--- src/rtl/counter_bank_pkg.sv ---
// rtl/counter_bank_pkg.sv - bounds, default widths and step encoding shared by counter_bank
package counter_bank_pkg;

  localparam int MAX_CH    = 16;
  localparam int MAX_WIDTH = 32;

  localparam int DEF_N_CH  = 2;
  localparam int DEF_WIDTH = 8;
  localparam int DEF_DIV_W = 24;

  // Sliced down to the channel width to form the wrap/saturate compare constants
  localparam logic [MAX_WIDTH-1:0] ALL_ONES = '1;
  localparam logic [MAX_WIDTH-1:0] ALL_ZERO = '0;

  typedef enum logic [1:0] {
    STEP_HOLD,
    STEP_INC,
    STEP_DEC,
    STEP_CLR
  } step_e;

endpackage

--- src/rtl/counter_bank_ch.sv ---
// rtl/counter_bank_ch.sv - one channel: prescaler, prioritised counter, zero/compare/wrap pulses
// COUNTER_BANK_SATURATE_EN turns wrap-around into saturation with a blocked-step pulse.
module counter_bank_ch
  import counter_bank_pkg::*;
#(
  parameter int WIDTH = DEF_WIDTH,
  parameter int DIV_W = DEF_DIV_W
) (
  input  logic             sys_clk,
  input  logic             sys_rst_n,
  input  logic [DIV_W-1:0] div_load,
  input  logic             ch_reset,
  input  logic             ch_disable,
  input  logic             ch_auto,
  input  logic             up_trig,
  input  logic             down_trig,
  input  logic [WIDTH-1:0] cmp_val,
  output logic [WIDTH-1:0] count,
  output logic             zero_pulse,
  output logic             cmp_pulse,
  output logic             wrap_pulse
);

  localparam logic [WIDTH-1:0] CNT_MAX  = ALL_ONES[WIDTH-1:0];
  localparam logic [WIDTH-1:0] CNT_ZERO = ALL_ZERO[WIDTH-1:0];

  logic [DIV_W-1:0] div;
  logic             tick;
  logic             zero_prev;
  logic             cmp_prev;
  logic             zero_cond;
  logic             cmp_cond;
  step_e            step;
  logic [WIDTH-1:0] count_nxt;
  logic             wrap_nxt;

  assign zero_cond = (count == CNT_ZERO);
  assign cmp_cond  = (count == cmp_val);

  always_comb begin
    step = STEP_HOLD;
    if (ch_reset)
      step = STEP_CLR;
    else if (up_trig)
      step = STEP_INC;
    else if (down_trig)
      step = STEP_DEC;
    else if (ch_auto && !ch_disable && tick)
      step = STEP_INC;
  end

  always_comb begin
    count_nxt = count;
    wrap_nxt  = 1'b0;
    case (step)
      STEP_CLR: count_nxt = CNT_ZERO;
      STEP_INC: begin
        if (count == CNT_MAX) begin
          wrap_nxt = 1'b1;
`ifdef COUNTER_BANK_SATURATE_EN
          count_nxt = CNT_MAX;
`else
          count_nxt = CNT_ZERO;
`endif
        end else begin
          count_nxt = count + 1'b1;
        end
      end
      STEP_DEC: begin
        if (count == CNT_ZERO) begin
          wrap_nxt = 1'b1;
`ifdef COUNTER_BANK_SATURATE_EN
          count_nxt = CNT_ZERO;
`else
          count_nxt = CNT_MAX;
`endif
        end else begin
          count_nxt = count - 1'b1;
        end
      end
      default: count_nxt = count;
    endcase
  end

  always_ff @(posedge sys_clk or negedge sys_rst_n) begin
    if (!sys_rst_n) begin
      div  <= '0;
      tick <= 1'b0;
    end else if (div == '0) begin
      div  <= div_load;
      tick <= 1'b1;
    end else begin
      div  <= div - 1'b1;
      tick <= 1'b0;
    end
  end

  // Previous-condition flags reset high so leaving reset at count 0 does not pulse
  always_ff @(posedge sys_clk or negedge sys_rst_n) begin
    if (!sys_rst_n) begin
      count      <= '0;
      wrap_pulse <= 1'b0;
      zero_prev  <= 1'b1;
      cmp_prev   <= 1'b1;
      zero_pulse <= 1'b0;
      cmp_pulse  <= 1'b0;
    end else begin
      count      <= count_nxt;
      wrap_pulse <= wrap_nxt;
      zero_prev  <= zero_cond;
      cmp_prev   <= cmp_cond;
      zero_pulse <= zero_cond && !zero_prev;
      cmp_pulse  <= cmp_cond && !cmp_prev;
    end
  end

endmodule

--- src/rtl/counter_bank.sv ---
// rtl/counter_bank.sv - bank of N_CH independent prescaled counters with event pulses
// Define COUNTER_BANK_SATURATE_EN for saturating counters instead of wrap-around.
module counter_bank
  import counter_bank_pkg::*;
#(
  parameter int N_CH  = DEF_N_CH,
  parameter int WIDTH = DEF_WIDTH,
  parameter int DIV_W = DEF_DIV_W
) (
  input  logic                  sys_clk,
  input  logic                  sys_rst_n,
  input  logic [N_CH*DIV_W-1:0] div_load,
  input  logic [N_CH-1:0]       ch_reset,
  input  logic [N_CH-1:0]       ch_disable,
  input  logic [N_CH-1:0]       ch_auto,
  input  logic [N_CH-1:0]       up_trig,
  input  logic [N_CH-1:0]       down_trig,
  input  logic [N_CH*WIDTH-1:0] cmp_val,
  output logic [N_CH*WIDTH-1:0] count,
  output logic [N_CH-1:0]       zero_pulse,
  output logic [N_CH-1:0]       cmp_pulse,
  output logic [N_CH-1:0]       wrap_pulse
);

  for (genvar i = 0; i < N_CH; i++) begin : g_ch
    counter_bank_ch #(
      .WIDTH(WIDTH),
      .DIV_W(DIV_W)
    ) u_ch (
      .sys_clk   (sys_clk),
      .sys_rst_n (sys_rst_n),
      .div_load  (div_load[i*DIV_W +: DIV_W]),
      .ch_reset  (ch_reset[i]),
      .ch_disable(ch_disable[i]),
      .ch_auto   (ch_auto[i]),
      .up_trig   (up_trig[i]),
      .down_trig (down_trig[i]),
      .cmp_val   (cmp_val[i*WIDTH +: WIDTH]),
      .count     (count[i*WIDTH +: WIDTH]),
      .zero_pulse(zero_pulse[i]),
      .cmp_pulse (cmp_pulse[i]),
      .wrap_pulse(wrap_pulse[i])
    );
  end

endmodule

--- config.mk ---
export PLATFORM = sky130hd
export DESIGN_NAME = counter_bank
export DESIGN_NICKNAME = d
export VERILOG_FILES = /design/src/rtl/counter_bank_pkg.sv /design/src/rtl/counter_bank_ch.sv /design/src/rtl/counter_bank.sv
export SDC_FILE = /design/constraint.sdc
export NUM_CORES = 1
export LEC_CHECK = 0
export ABC_AREA = 1
export BUFFER_PORTS_ARGS = -buffer_cell sky130_fd_sc_hd__buf_2
export CORE_MARGIN = 2
export CORE_UTILIZATION = 52
export CTS_CLUSTER_DIAMETER = 30
export CTS_CLUSTER_SIZE = 20
export DETAILED_ROUTE_END_ITERATION = 8
export PLACE_DENSITY = 0.78
export SYNTH_ARGS = -nofsm -noshare
export SYNTH_HDL_FRONTEND = slang
export SYNTH_HIERARCHICAL = 1
export SYNTH_SLANG_ARGS = --single-unit
--- constraint.sdc ---
create_clock -name sys_clk -period 1.45 [get_ports sys_clk]
set_input_delay 0.145 -clock sys_clk [delete_from_list [all_inputs] [get_ports sys_clk]]
set_output_delay 0.145 -clock sys_clk [all_outputs]
set_load 0.02 [all_outputs]
==> results, run 1 <==
- Counting distinct cell types in the post-synthesis netlist gives 38.
- The number of rows created at floorplan is 37.
- The max-slew violation count is 0.
- The leading cell type by number of instances after synthesis is nand2_1.
- The area added between synthesis and finish is 52.24%.
- The flow ran to the end, but the final reports show violations.
- The core area is 10280 sq um.
- The setup check on the worst reg-to-reg path leaves a slack of -220 ps.
- In the synthesized netlist the async set-or-reset flop fraction comes to 1.000.
- The transition at the pin with the smallest max-transition slack is 478.5 ps.
- The total nets after synthesis is 850.
- After synthesis, the cell types taking the most area are dfrtp_1, nand2_1, nand3_1.
- The routed length per instance is 16.67 um.
- The pre-antenna-repair detailed-routing pass consisted of 4 iterations.
- The path with the worst hold slack has its endpoint at g_ch[0].u_ch/div[8].
- The origin of the worst min-delay path is div_load[8].
- The most used flip-flop cell after synthesis is dfrtp_1.
- In this run the critical register-to-register path is captured at g_ch[1].u_ch/div[22].
- The total count of hold-check failures in the final report is 0.
- Counting stages on the worst path, the most repeated cell is nand2_1.
- The critical path endpoint category is a flop.
- After routing the design area is 8347 sq um.
- Clock tree synthesis inserted a total of 9 buffers.
- The worst slack after detailed placement is -256.1 ps.
- Final hold analysis gives a worst-case slack of 37.41 ps.
- Ranked by instance count, the synthesized netlist is headed by nand2_1, nor2_1, dfrtp_1.
- The total of flip-flops plus latches after synthesis is 76.
- The number of top-level pins is 98.
- Entering global routing, the biggest net connects 77 pins.
- The library cell occupying the most area in the post-synthesis netlist is dfrtp_1.
- The largest voltage drop on the vdd net is 0.4831 mV.
- For this configuration, the core starts out at a cell density of 0.5335.
- The width of the chip is 106.7 um.
- The worst setup path is of the reg2reg kind.
- The count of buffers inserted at the top-level ports is 97.
- The maximum buffer depth of the clock tree is 2.
- Along the worst path, the maximum fanout reaches 3.
- The routed design has 19.27 mm of wire.
- The number of nets in the final layout is 1107.
- The clock tree from TritonCTS is done.
- The repair_antennas step left the layout with diodes totalling 0.
- The fraction of final layout cells with drive strength greater than 1 is 0.4431.
- The number of levels the H-tree was split into is 3.
- The number of warnings issued by yosys is 6.
- The number of max-capacitance violations reported is 0.
- Traced cell by cell, the critical path runs through nor2_4 -> buf_4 -> nand2_1 -> nor2_1 -> nand3_1 -> nand2_1 -> nand2_1 -> nand2_1 -> nand2_2.
- The die outline area is 11380 sq um.
- For this block, the via count after detailed routing is 6389.
- Summing every instance area after synthesis gives 5483 sq um.
- After clock tree synthesis, the clock-pin slew on the worst setup and hold paths is 80 ps.
- The via count of the first global-routing pass is 5532.
- The HPWL after detailed placement is 10.16 mm.
- The later pin in the worst-skew pair is clocked with a latency of 370 ps.
- The first-pass GRT wire length is 24.70 mm.
- The checks that failed: setup timing.
- The vertical die dimension is 106.7 um.
- The clock sink count is 76.
- After detailed routing, the number of remaining DRC violations is 0.
- Subtracting the final worst setup slack from the clock period gives 1667 ps.
- The power per cell area is 702.6 nW/um^2.
- For this run the aggregate overflow at the end of global routing stands at 0.
- The classification of the worst-slack hold path is in2reg.
- Summing all placed instances gives a cell area of 6822 sq um.
- Clock tree synthesis selected as its root buffer the cell clkbuf_8.
- The worst endpoint required time is 1710 ps.
- In this run the mean area of a mapped cell was 7.233 sq um.
- The number of instances on the worst hold path is 3.
- Of the synthesized area, sequential elements account for 0.3478.
- The antenna violation net count after detailed routing is 0.
- The startpoint of the worst register-to-register path is g_ch[1].u_ch/div[13].
- The count of final setup violators is 60.
- The worst-path cell with the longest stage delay is dfrtp_2.
- The post-route clock period utilization is 1.149.
- The longest individual stage delay on the worst path is 450 ps.
- The arrival time at the worst endpoint is 1930 ps.
- The sort of element at the start of the critical path is a flop.
- After layout, the worst setup slack is -216.6 ps.
- The maximum clock rate is 0.6000 GHz.
- On the final layout, the worst clock skew is 10.54 ps.
- The initial antenna violation count is 0.
- The number of flops mapped to enable cells by yosys is 0.
- At the end of routability-driven placement, the weighted congestion stood at 0.9215.
- The total routing resource utilization after global routing is 0.2713.
- The via density per instance is 5.527.
- Measured against its own limit, the worst slew margin works out to 0.6810.
- The number of cells on the worst reg-to-reg path is 9.
- For this design the static power due to leakage is 3.966 nW.
- The synthesized instance count is 758.
- Summed over all failing endpoints, the final setup total negative slack is -5636 ps.
- The number of DRC markers after the initial detailed-route iteration is 489.
- Setup repair after global routing could not meet its margin everywhere.
- The design draws 5.865 mW.
- The area share of the largest cell type after synthesis is 0.3286.
worst max path at each step:
stage	slack, ps	start	endpoint	cells past startpoint
floorplan	-10	g_ch[1].u_ch/tick	g_ch[1].u_ch/count[3]	11
global placement	-200	g_ch[0].u_ch/tick	g_ch[0].u_ch/count[1]	8
detailed placement	-260	g_ch[0].u_ch/tick	g_ch[0].u_ch/count[1]	8
CTS	-30	g_ch[0].u_ch/tick	g_ch[0].u_ch/count[1]	9
global route	-270	g_ch[1].u_ch/div[6]	g_ch[1].u_ch/div[22]	9
finish	-220	g_ch[1].u_ch/div[13]	g_ch[1].u_ch/div[22]	9
area by class of cell:
type                            count  area (sq um)
Timing Repair Buffer              260          1954
Sequential cell                    76          1922
Timing Repair inverter              2         32.53
Clock buffer                       12         145.1
Clock inverter                      4         73.82
Inverter                           75         304.0
Multi-Input combinational cell    591          3745
Tap cell                          136         170.2
Fill cell                         620          1931
power by group:
part	internal, mW	total, mW	switching [mW]
logic	0.747	1.63	0.884
clock network	1.02	1.85	0.827
registers	2.26	2.39	0.126
total	4.03	5.86	1.84
metal layers:
metal | global-route usage | wire length (um) | vias up
li1 | - | - | 2946
met1 | 0.3453 | 7274 | 2984
met2 | 0.4700 | 9790 | 378
met3 | 0.03404 | 1406 | 81
met4 | 0.1048 | 794 | 0
met5 | 0 | 0 | -
cells in the final DEF, fill, tap and decap left out, types with 5 or more instances in the layout:
master and instances:
nor2_2 35, clkbuf_8 10, dfrtp_1 60, nor2_1 57, nand4_1 23, inv_2 15, o21ai_0 14, ha_4 7
a31oi_1 6, dfrtp_2 12, xor2_1 16, inv_1 56, dlygate4sd3_1 40, buf_4 105, nand2_4 20, nand3_4 6
ha_1 5, o21ai_1 13, o21ai_2 20, buf_12 5, or2_2 5, nand3_2 18, buf_2 96, nand3_1 46
xnor2_1 20, nand2_2 35, nand2_1 186, buf_6 12, nand3b_1 6, nor2_4 22
worst max-delay path, delay by kind of cell (launching register included):
kind                   cells  cell delay [ps]
DFF                        1              450
and+or+nand+nor            8              970
buffers and inverters      1              150
state kept, by name, summed over array words and instances, names as in the netlist:
name	count
g_ch.u_ch/tick	2
g_ch.u_ch/zero_prev	2
g_ch.u_ch/zero_pulse	2
g_ch.u_ch/count	16
g_ch.u_ch/cmp_pulse	2
g_ch.u_ch/wrap_pulse	2
g_ch.u_ch/cmp_prev	2
g_ch.u_ch/div	48
repair_timing:
item / in CTS / in global routing
buffers inserted: 5 / 19
endpoints found under the setup margin: 58 / 66
pin swaps: 5 / 56
hold buffers: 40 / 0
hold endpoints to repair: 111 / 0
gates resized for setup: 35 / 158
gates cloned: 0 / 4
stage by stage:
step / cells / util
after floorplan: 758 / -
after global placement: 1073 / 0.6637
after detailed placement: 1073 / 0.6637
after CTS: 1134 / 0.7380
after global routing: 1156 / 0.8122
final: 1156 / 0.8122
cell families (layout without fill, tap and decap cells):
group,count (synthesis),count (layout),synth area share
adder cells (fa/ha/maj),16,16,0.03651
AO/OA/AOI/OAI,66,66,0.07508
XOR/XNOR,37,37,0.05911
buffers and inverters,91,353,0.07919
flip-flops,76,76,0.3478
AND/OR/NAND/NOR,472,472,0.4023
No activity file was read; power rests on OpenSTA's default activity.
==> inputs of run 2 (changes only) <==
- CORE_ASPECT_RATIO: not set -> 1.4
==> results, run 2 (synthesis results as in run 1) <==
- The min-delay analysis places its worst path in the category in2reg.
- The number of optimization iterations in the first detailed-route pass is 6.
- The number of antenna cells inserted is 0.
- The area added between synthesis and finish is 60.38%.
- The relative slew slack is 0.6616.
- The total area inside the core boundary comes to 10350 sq um.
- The fraction of final layout cells with drive strength greater than 1 is 0.5176.
- Port buffering added 97 buffers.
- Power spread over the standard cell area amounts to 763.0 nW/um^2.
- The via count of the first global-routing pass came to 5789.
- The critical path starts at g_ch[1].u_ch/div[2].
- The number of top-level pins is 98.
- The checks that failed: setup timing.
- In the routed layout, each cell is associated on average with a via count of 5.675.
- The number of max-capacitance violations reported is 0.
- The critical path capture point is g_ch[1].u_ch/div[18].
- The fraction of power spent switching nets is 0.3096.
- The clock sink count is 76.
- The largest voltage drop on the vdd net is 0.6180 mV.
- After clock tree synthesis, the clock-pin slew on the worst setup and hold paths is 60 ps.
- The maximum buffer depth of the clock tree is 2.
- The weighted congestion reported at the end of routability-driven placement is 0.9668.
- The arrival time at the worst endpoint is 1890 ps.
- The largest registers in the layout are g_ch.u_ch/div x48, g_ch.u_ch/count x16.
- Of the total power, registers draw 0.359.
- The shortest period the worst path allows is 1612 ps.
- For this run, design rule violations remaining after detail routing come to 0.
- The number of levels the H-tree was split into is 3.
- The destination of the worst register-to-register timing path is g_ch[1].u_ch/div[18].
- For this design the total switching power over the nets is 2.077 mW.
- The number of cells after detailed placement is 1091.
- The clock tree from TritonCTS is done.
- Walking the worst path, the cells encountered are nor2_4 -> buf_4 -> nand2_8 -> nor2_4 -> buf_4 -> nand3_1 -> nand2_1 -> nand3_1 -> nand2_2.
- The flow ran to the end, but the final reports show violations.
- The sort of element at the start of the critical path is a flop.
- The number of cells on the worst reg-to-reg path is 9.
- The internal power of the cells totals 4.632 mW.
- The maximum fanout along the worst path is 5.
- The die outline area is 11390 sq um.
- Detailed placement finished with a half-perimeter wire length of 11.18 mm.
- Setup repair after global routing could not meet its margin everywhere.
- The antenna violation net count after detailed routing is 0.
- The first global-routing pass estimated 26.42 mm of wire.
- The total clock buffers created by CTS is 9.
- The total routing resource utilization after global routing is 0.2866.
- The final layout contains routed wiring with a total length of 21.07 mm.
- The number of rows created at floorplan is 44.
- The initial antenna violation count is 0.
- The first routing iteration left 539 violations.
- The worst setup path is of the reg2reg kind.
- For this run, the post-layout net count is 1107.
- For this run, the top clock speed supported by timing is 0.6205 GHz.
- The initial cell density of the core is 0.5297.
- The filler cell count in the final layout is 575.
- Summing internal, switching and leakage power gives 6.709 mW.
- The flip-flop count of the largest register after layout is 48.
- For the worst setup path, the data required time is 1730 ps.
- The register with the most flip-flops in the final layout is g_ch.u_ch/div.
- In this run the vertical extent of the chip is 125.5 um.
- The longest individual stage delay on the worst path is 490 ps.
- The worst clock skew on the final layout is 10.23 ps.
- The share of total power dissipated in combinational logic is 0.274.
- The startpoint identified for the worst register-to-register timing path is g_ch[1].u_ch/div[2].
- The setup slack on the worst flop-to-flop path is -160 ps.
- The transition at the pin with the smallest max-transition slack is 507.6 ps.
- Clock latency on the worst-skew pair, taken at its later pin, is 340 ps.
- Summed over all cells, the static leakage comes to 4.181 nW.
- The post-layout worst setup margin is -161.6 ps.
- Leaving out fill and tap cells, the most frequent cell in the layout is nand2_1.
- The final cell count without fillers is 1158.
- After global routing the overflow that remains totals 0.
- The total count of hold-check failures in the final report came to 0.
- Setup violations remaining at the end of the flow were counted as 62.
- The routed length per instance is 18.19 um.
- Adding up every negative setup slack in the final design gives -4637 ps.
- The worst-path cell with the longest stage delay is dfrtp_1.
- The proportion of power drawn by the clock network is 0.367.
- In the layout the commonest cells are nand2_1, buf_4, buf_2.
- The post-route clock period utilization is 1.111.
- STA classifies the critical path endpoint as a flop.
- The max-slew violation count is 0.
- Entering global routing, the biggest net connects 42 pins.
- The detailed router placed 6572 vias in this run.
- The root buffer cell chosen for the clock tree is clkbuf_16.
- The width of the chip is 90.78 um.
-- run 2: changes by cell type in the layout (fill, tap and decap cells not counted), moves of 7 or more --
cell,change
nor2_1,-13
nand2_4,+14
o21ai_0,-7
clkbuf_8,-9
nand2_1,-18
nor2_4,+14
buf_6,+12
dlygate4sd3_1,-32
buf_4,+18
clkbuf_16,+8
-- run 2: how the worst min path moves through the flow --
stage                       from                      to  slack (ps)  depth (start not counted)
floorplan              sys_rst_n  g_ch[0].u_ch/cmp_pulse        -150                          0
global placement       sys_rst_n   g_ch[0].u_ch/count[6]          50                          1
detailed placement     sys_rst_n   g_ch[0].u_ch/count[6]          50                          1
CTS                  div_load[1]     g_ch[0].u_ch/div[1]         0.7                          3
global route        div_load[18]    g_ch[0].u_ch/div[18]          20                          3
finish              div_load[13]    g_ch[0].u_ch/div[13]          10                          3
-- run 2: layout make-up --
type	instances	area [sq um]	share of cell area
multi-input cells	592	4114	0.4678
flip-flops and latches	76	1919	0.2183
repair buffers	258	1907	0.2168
inverters	75	312.8	0.03557
clock buffers	12	246.5	0.02803
well taps	138	172.7	0.01964
clock inverters	4	72.57	0.008253
repair inverters	3	48.80	0.005549
-- run 2: power groups by stage --
stage	clock network, mW	registers [mW]	logic [mW]
CTS	2.48	2.38	1.58
detailed placement	0	2.41	1.42
global placement	0	2.41	1.39
global route	2.58	2.42	1.96
floorplan	0	2.47	0.690
finish	2.46	2.41	1.84
-- run 2: per-stage QoR --
step	worst slack (ps)	util	hold slack, ps	cell area [sq um]
finish	-161.6	0.8496	10.08	8793
detailed placement	-304.6	0.6709	53.66	6944
global route	-307.6	0.8496	20.68	8793
floorplan	-13.32	-	-150.6	5530
global placement	-235.3	0.6709	51.49	6944
CTS	-54.93	0.7485	0.7285	7747
-- run 2: what timing repair did --
action                     4_1_cts  5_1_grt
pin swaps                       33       78
hold buffers                     8        0
setup endpoints to repair       63       69
setup buffers                   15       24
gates resized for setup         86      216
cloned                           1        5
hold endpoints to repair        25        0
-- run 2: critical path, delay by kind of cell (launching register included) --
kind | cells | cell delay (ps)
simple gates | 7 | 750
buf+inv | 2 | 300
flops | 1 | 490
-- run 2: layer usage --
layer,track usage,share of wire,vias up
met5,0,0,-
met4,0.1319,0.046,0
met3,0.04940,0.067,105
met2,0.5268,0.52,398
met1,0.3201,0.36,3113
li1,-,-,2956
==> inputs of run 3 (changes only) <==
- CORE_UTILIZATION: 52 -> 51
- PLACE_DENSITY: 0.78 -> 0.77
- SYNTH_HIERARCHICAL: 1 -> not set
==> results, run 3 <==
- The synthesized instance count is 771.
- Counting instances, the worst hold path has a depth of 3.
- The total overflow left after global routing is 0.
- Yosys mapped a number of flops with a built-in enable equal to 0.
- A synthesized cell averages 7.028 sq um.
- The setup path with the least slack is of type reg2reg.
- The width of the chip is 91.12 um.
- The final wirelength is 18.70 mm.
- The total of flip-flops plus latches after synthesis is 76.
- The antenna violation net count after detailed routing is 0.
- The checks that failed: setup timing.
- The static leakage power is 4.041 nW.
- Counting every sink on the clock net gives 76.
- Of the cells placed in the final design, the portion with a size suffix greater than 1 is 0.5106.
- Of the available clock period, the critical path in the final layout requires 1.112.
- For the pin with the worst max-slew slack, the measured transition is 507.0 ps.
- The detailed router finished its first iteration with 439 violations.
- The number of warnings issued by yosys is 0.
- Of the total power, the clock network draws 0.357.
- The sink of the worst hold path is g_ch[0].u_ch.div[20].
- The adder and majority gate portion of the synthesized area is 0.03694.
- The global-route met1 utilization is 0.3048.
- Of the total synthesized cell area, the portion taken by XOR and XNOR cells is 0.05980.
- The fraction of the mapped netlist area in compound gates was 0.07088.
- In the layout the commonest cells are nand2_1, buf_4, buf_2.
- The number of cell instances on the worst register-to-register path is 6.
- Of the total power, combinational logic draws 0.270.
- The count of cell types in the netlist is 39.
- The area share of the largest cell type after synthesis is 0.3325.
- The most used flip-flop cell after synthesis is dfrtp_1.
- In this run the register-to-register setup slack is -160 ps.
- The via total after detailed routing is 6304.
- The flip-flop count of the largest register after layout is 48.
- In this design, the stage delay of the slowest critical-path cell is 450 ps.
- The post-layout worst setup margin is -162.1 ps.
- Overall power consumption after layout is estimated at 6.234 mW.
- The weighted congestion reported at the end of routability-driven placement is 0.8712.
- The flow ran to the end, but the final reports show violations.
- The origin of the worst min-delay path is div_load[20].
- Timing would allow up to 0.6203 GHz.
- The sequential area share after synthesis is 0.3519.
- The analysis attributes to net switching a power of 1.905 mW.
- The internal power summed over all cells is 4.329 mW.
- The routed length per instance is 16.51 um.
- The number of rows created at floorplan is 44.
- Yosys attributes the largest share of cell area to dfrtp_1, nand2_1, nor2_1.
- The number of cells after detailed placement is 1082.
- The final layout contains 1082 nets.
- The clock tree from TritonCTS is done.
- Entering global routing, the biggest net connects 37 pins.
- Setup violations remaining at the end of the flow were counted as 56.
- Of the total power, the share spent switching nets is 0.3056.
- At the worst endpoint, the required time is 1710 ps.
- The area added between synthesis and finish is 55.48%.
- Data arrives at the worst endpoint at 1870 ps.
- STA classifies the critical path startpoint as a flop.
- Pin placement for this block handled 98 I/O pins.
- The total count of hold-check failures in the final report is 0.
- The destination of the worst register-to-register timing path is g_ch[1].u_ch.div[13].
- The initial antenna violation count is 0.
- The largest voltage drop on the vdd net is 0.7781 mV.
- Of the total synthesized cell area, the portion taken by AND, OR, NAND and NOR gates is 0.3916.
- The finished layout holds 1133 standard cells, fillers aside.
- The count of buffers inserted at the top-level ports is 97.
- The combined area of all synthesized cells is 5419 sq um.
- The mux share of post-synthesis cell area is 0.
- Walking the worst path, the cells encountered are nor2_1 -> nand2_1 -> nor2_1 -> nand2_1 -> xor2_1 -> o21ai_2.
- The synthesized design spends more area on one cell type than any other, namely dfrtp_1.
- The largest register by flop count is g_ch.u_ch.div.
- The clock input transition at the sequential cells of the worst setup and hold paths is 60 ps.
- The total nets after synthesis is 863.
- On the critical path the largest part of the delay comes from simple AND/OR/NAND/NOR gates.
- Between clock sinks in the finished design, the worst skew comes to 6.990 ps.
- 0 antenna diodes ended up in the layout.
- The HPWL after detailed placement is 10.57 mm.
- The relative slew slack is 0.6620.
- The pre-antenna-repair detailed-routing pass consisted of 5 iterations.
- Of the total power, registers draw 0.373.
- At the later pin of the worst-skew pair, clock insertion delay measures 330 ps.
- The die outline area is 11480 sq um.
- The shortest period the worst path allows is 1612 ps.
- The power per cell area is 739.9 nW/um^2.
- For this configuration, the core starts out at a cell density of 0.5236.
- The tool flagged a number of max-cap violations equal to 0.
- For this run, global-route usage on met2 was measured as 0.4815.
- The largest registers in the layout are g_ch.u_ch.div x48, g_ch.u_ch.count x16.
- The worst hold path belongs to the class in2reg.
- In the global route stage, met3 resource usage came out at 0.03349.
- The max-slew violation count came to 0.
- The slowest stage of the critical path belongs to the cell dfrtp_2.
- The buffer and inverter count on the worst path is 0.
- The most common cell after layout, fill and taps aside is nand2_1.
- The via count of the first global-routing pass was 5587.
- For this run, asynchronously set or reset flops after synthesis account for 1.000.
- The most heavily used metal layer in global routing is met2.
- After synthesis, the most frequently instantiated cells are nand2_1, nor2_1, dfrtp_1.
- From bottom edge to top edge, the die measures 126.0 um.
- The root buffer selected by CTS is clkbuf_16.
- Buffers inserted during clock tree synthesis total 9.
- In this run the critical register-to-register path is launched from g_ch[1].u_ch.div[12].
- The maximum buffer depth of the clock tree is 2.
- The core area is 10350 sq um.
- The total routing resource utilization after global routing is 0.2623.
- The via density per instance is 5.564.
- The largest family of logic cells by synthesized area is simple AND/OR/NAND/NOR gates.
- The number of levels the H-tree was split into is 3.
- The first-pass GRT wire length is 24.56 mm.
- The critical path endpoint category is a flop.
- The maximum fanout along the worst path is 4.
- The DRC violation count after routing is 0.
- The leading cell type by number of instances after synthesis is nand2_1.
- Setup repair after global routing could not meet its margin everywhere.
## run 3: cell families after synthesis
kind of cell	count (synthesis)
AND/OR/NAND/NOR	484
buffers and inverters	102
flip-flops	76
AO/OA/AOI/OAI	56
XOR/XNOR	37
adder cells (fa/ha/maj)	16
## run 3: worst max path at each step
stage	from	to	slack (ps)	depth (start not counted)
after detailed placement	g_ch[1].u_ch.tick	g_ch[1].u_ch.count[4]	-150	10
after CTS	g_ch[0].u_ch.tick	g_ch[0].u_ch.count[4]	-60	10
after floorplan	g_ch[1].u_ch.tick	g_ch[1].u_ch.count[1]	-50	9
after global placement	g_ch[1].u_ch.tick	g_ch[1].u_ch.count[1]	-110	9
final	g_ch[1].u_ch.div[12]	g_ch[1].u_ch.div[13]	-160	6
after global routing	g_ch[1].u_ch.div[12]	g_ch[1].u_ch.div[13]	-210	6
## run 3: layer usage
metal	vias to the layer above	wire, um
met5	-	0
met1	3004	7001
met4	0	968
met2	305	9750
met3	98	982
li1	2897	-
## run 3: worst reg2reg max path, stage by stage, from the launching register on
cell and delay [ps]:
dfrtp_2 450, nor2_1 200, nand2_1 170, nor2_1 270, nand2_1 110, xor2_1 170
o21ai_2 160
## run 3: power groups by stage
stage | clock (mW) | sequential, mW | combinational, mW
after floorplan | 0 | 2.38 | 0.684
after global placement | 0 | 2.35 | 1.28
after detailed placement | 0 | 2.35 | 1.29
after CTS | 2.22 | 2.31 | 1.41
after global routing | 2.33 | 2.34 | 1.83
final | 2.22 | 2.33 | 1.68
## run 3: per-stage QoR
| step | utilization | hold slack [ps] | setup TNS (ps) | cell area [sq um] | setup slack (ps) |
|---|---|---|---|---|---|
| 2_1_floorplan | - | -150.6 | -143.3 | 5440 | -49.57 |
| 3_3_place_gp | 0.6499 | 117.1 | -1183 | 6726 | -113.5 |
| 3_5_place_dp | 0.6499 | 114.6 | -2795 | 6726 | -149.5 |
| 4_1_cts | 0.7096 | 2.051 | -317.9 | 7345 | -56.79 |
| 5_1_grt | 0.8141 | 13.04 | -8082 | 8426 | -209.5 |
| 6_report | 0.8141 | 6.361 | -3084 | 8426 | -162.1 |
## run 3: layout make-up
cell class	instances	area [sq um]
multi-input cells	593	3925
well taps	138	172.7
inverters	76	336.6
repair inverters	6	111.4
flip-flops and latches	76	1918
clock buffers	15	287.8
clock inverters	1	5.005
repair buffers	228	1669
fillers	647	1924
## run 3: timing repair
item | CTS | global route
cloned | 1 | 9
gates resized for setup | 62 | 246
hold buffers | 1 | 0
endpoints found under the hold margin | 25 | 0
setup buffers | 11 | 18
pin swaps | 22 | 79
setup endpoints to repair | 55 | 69
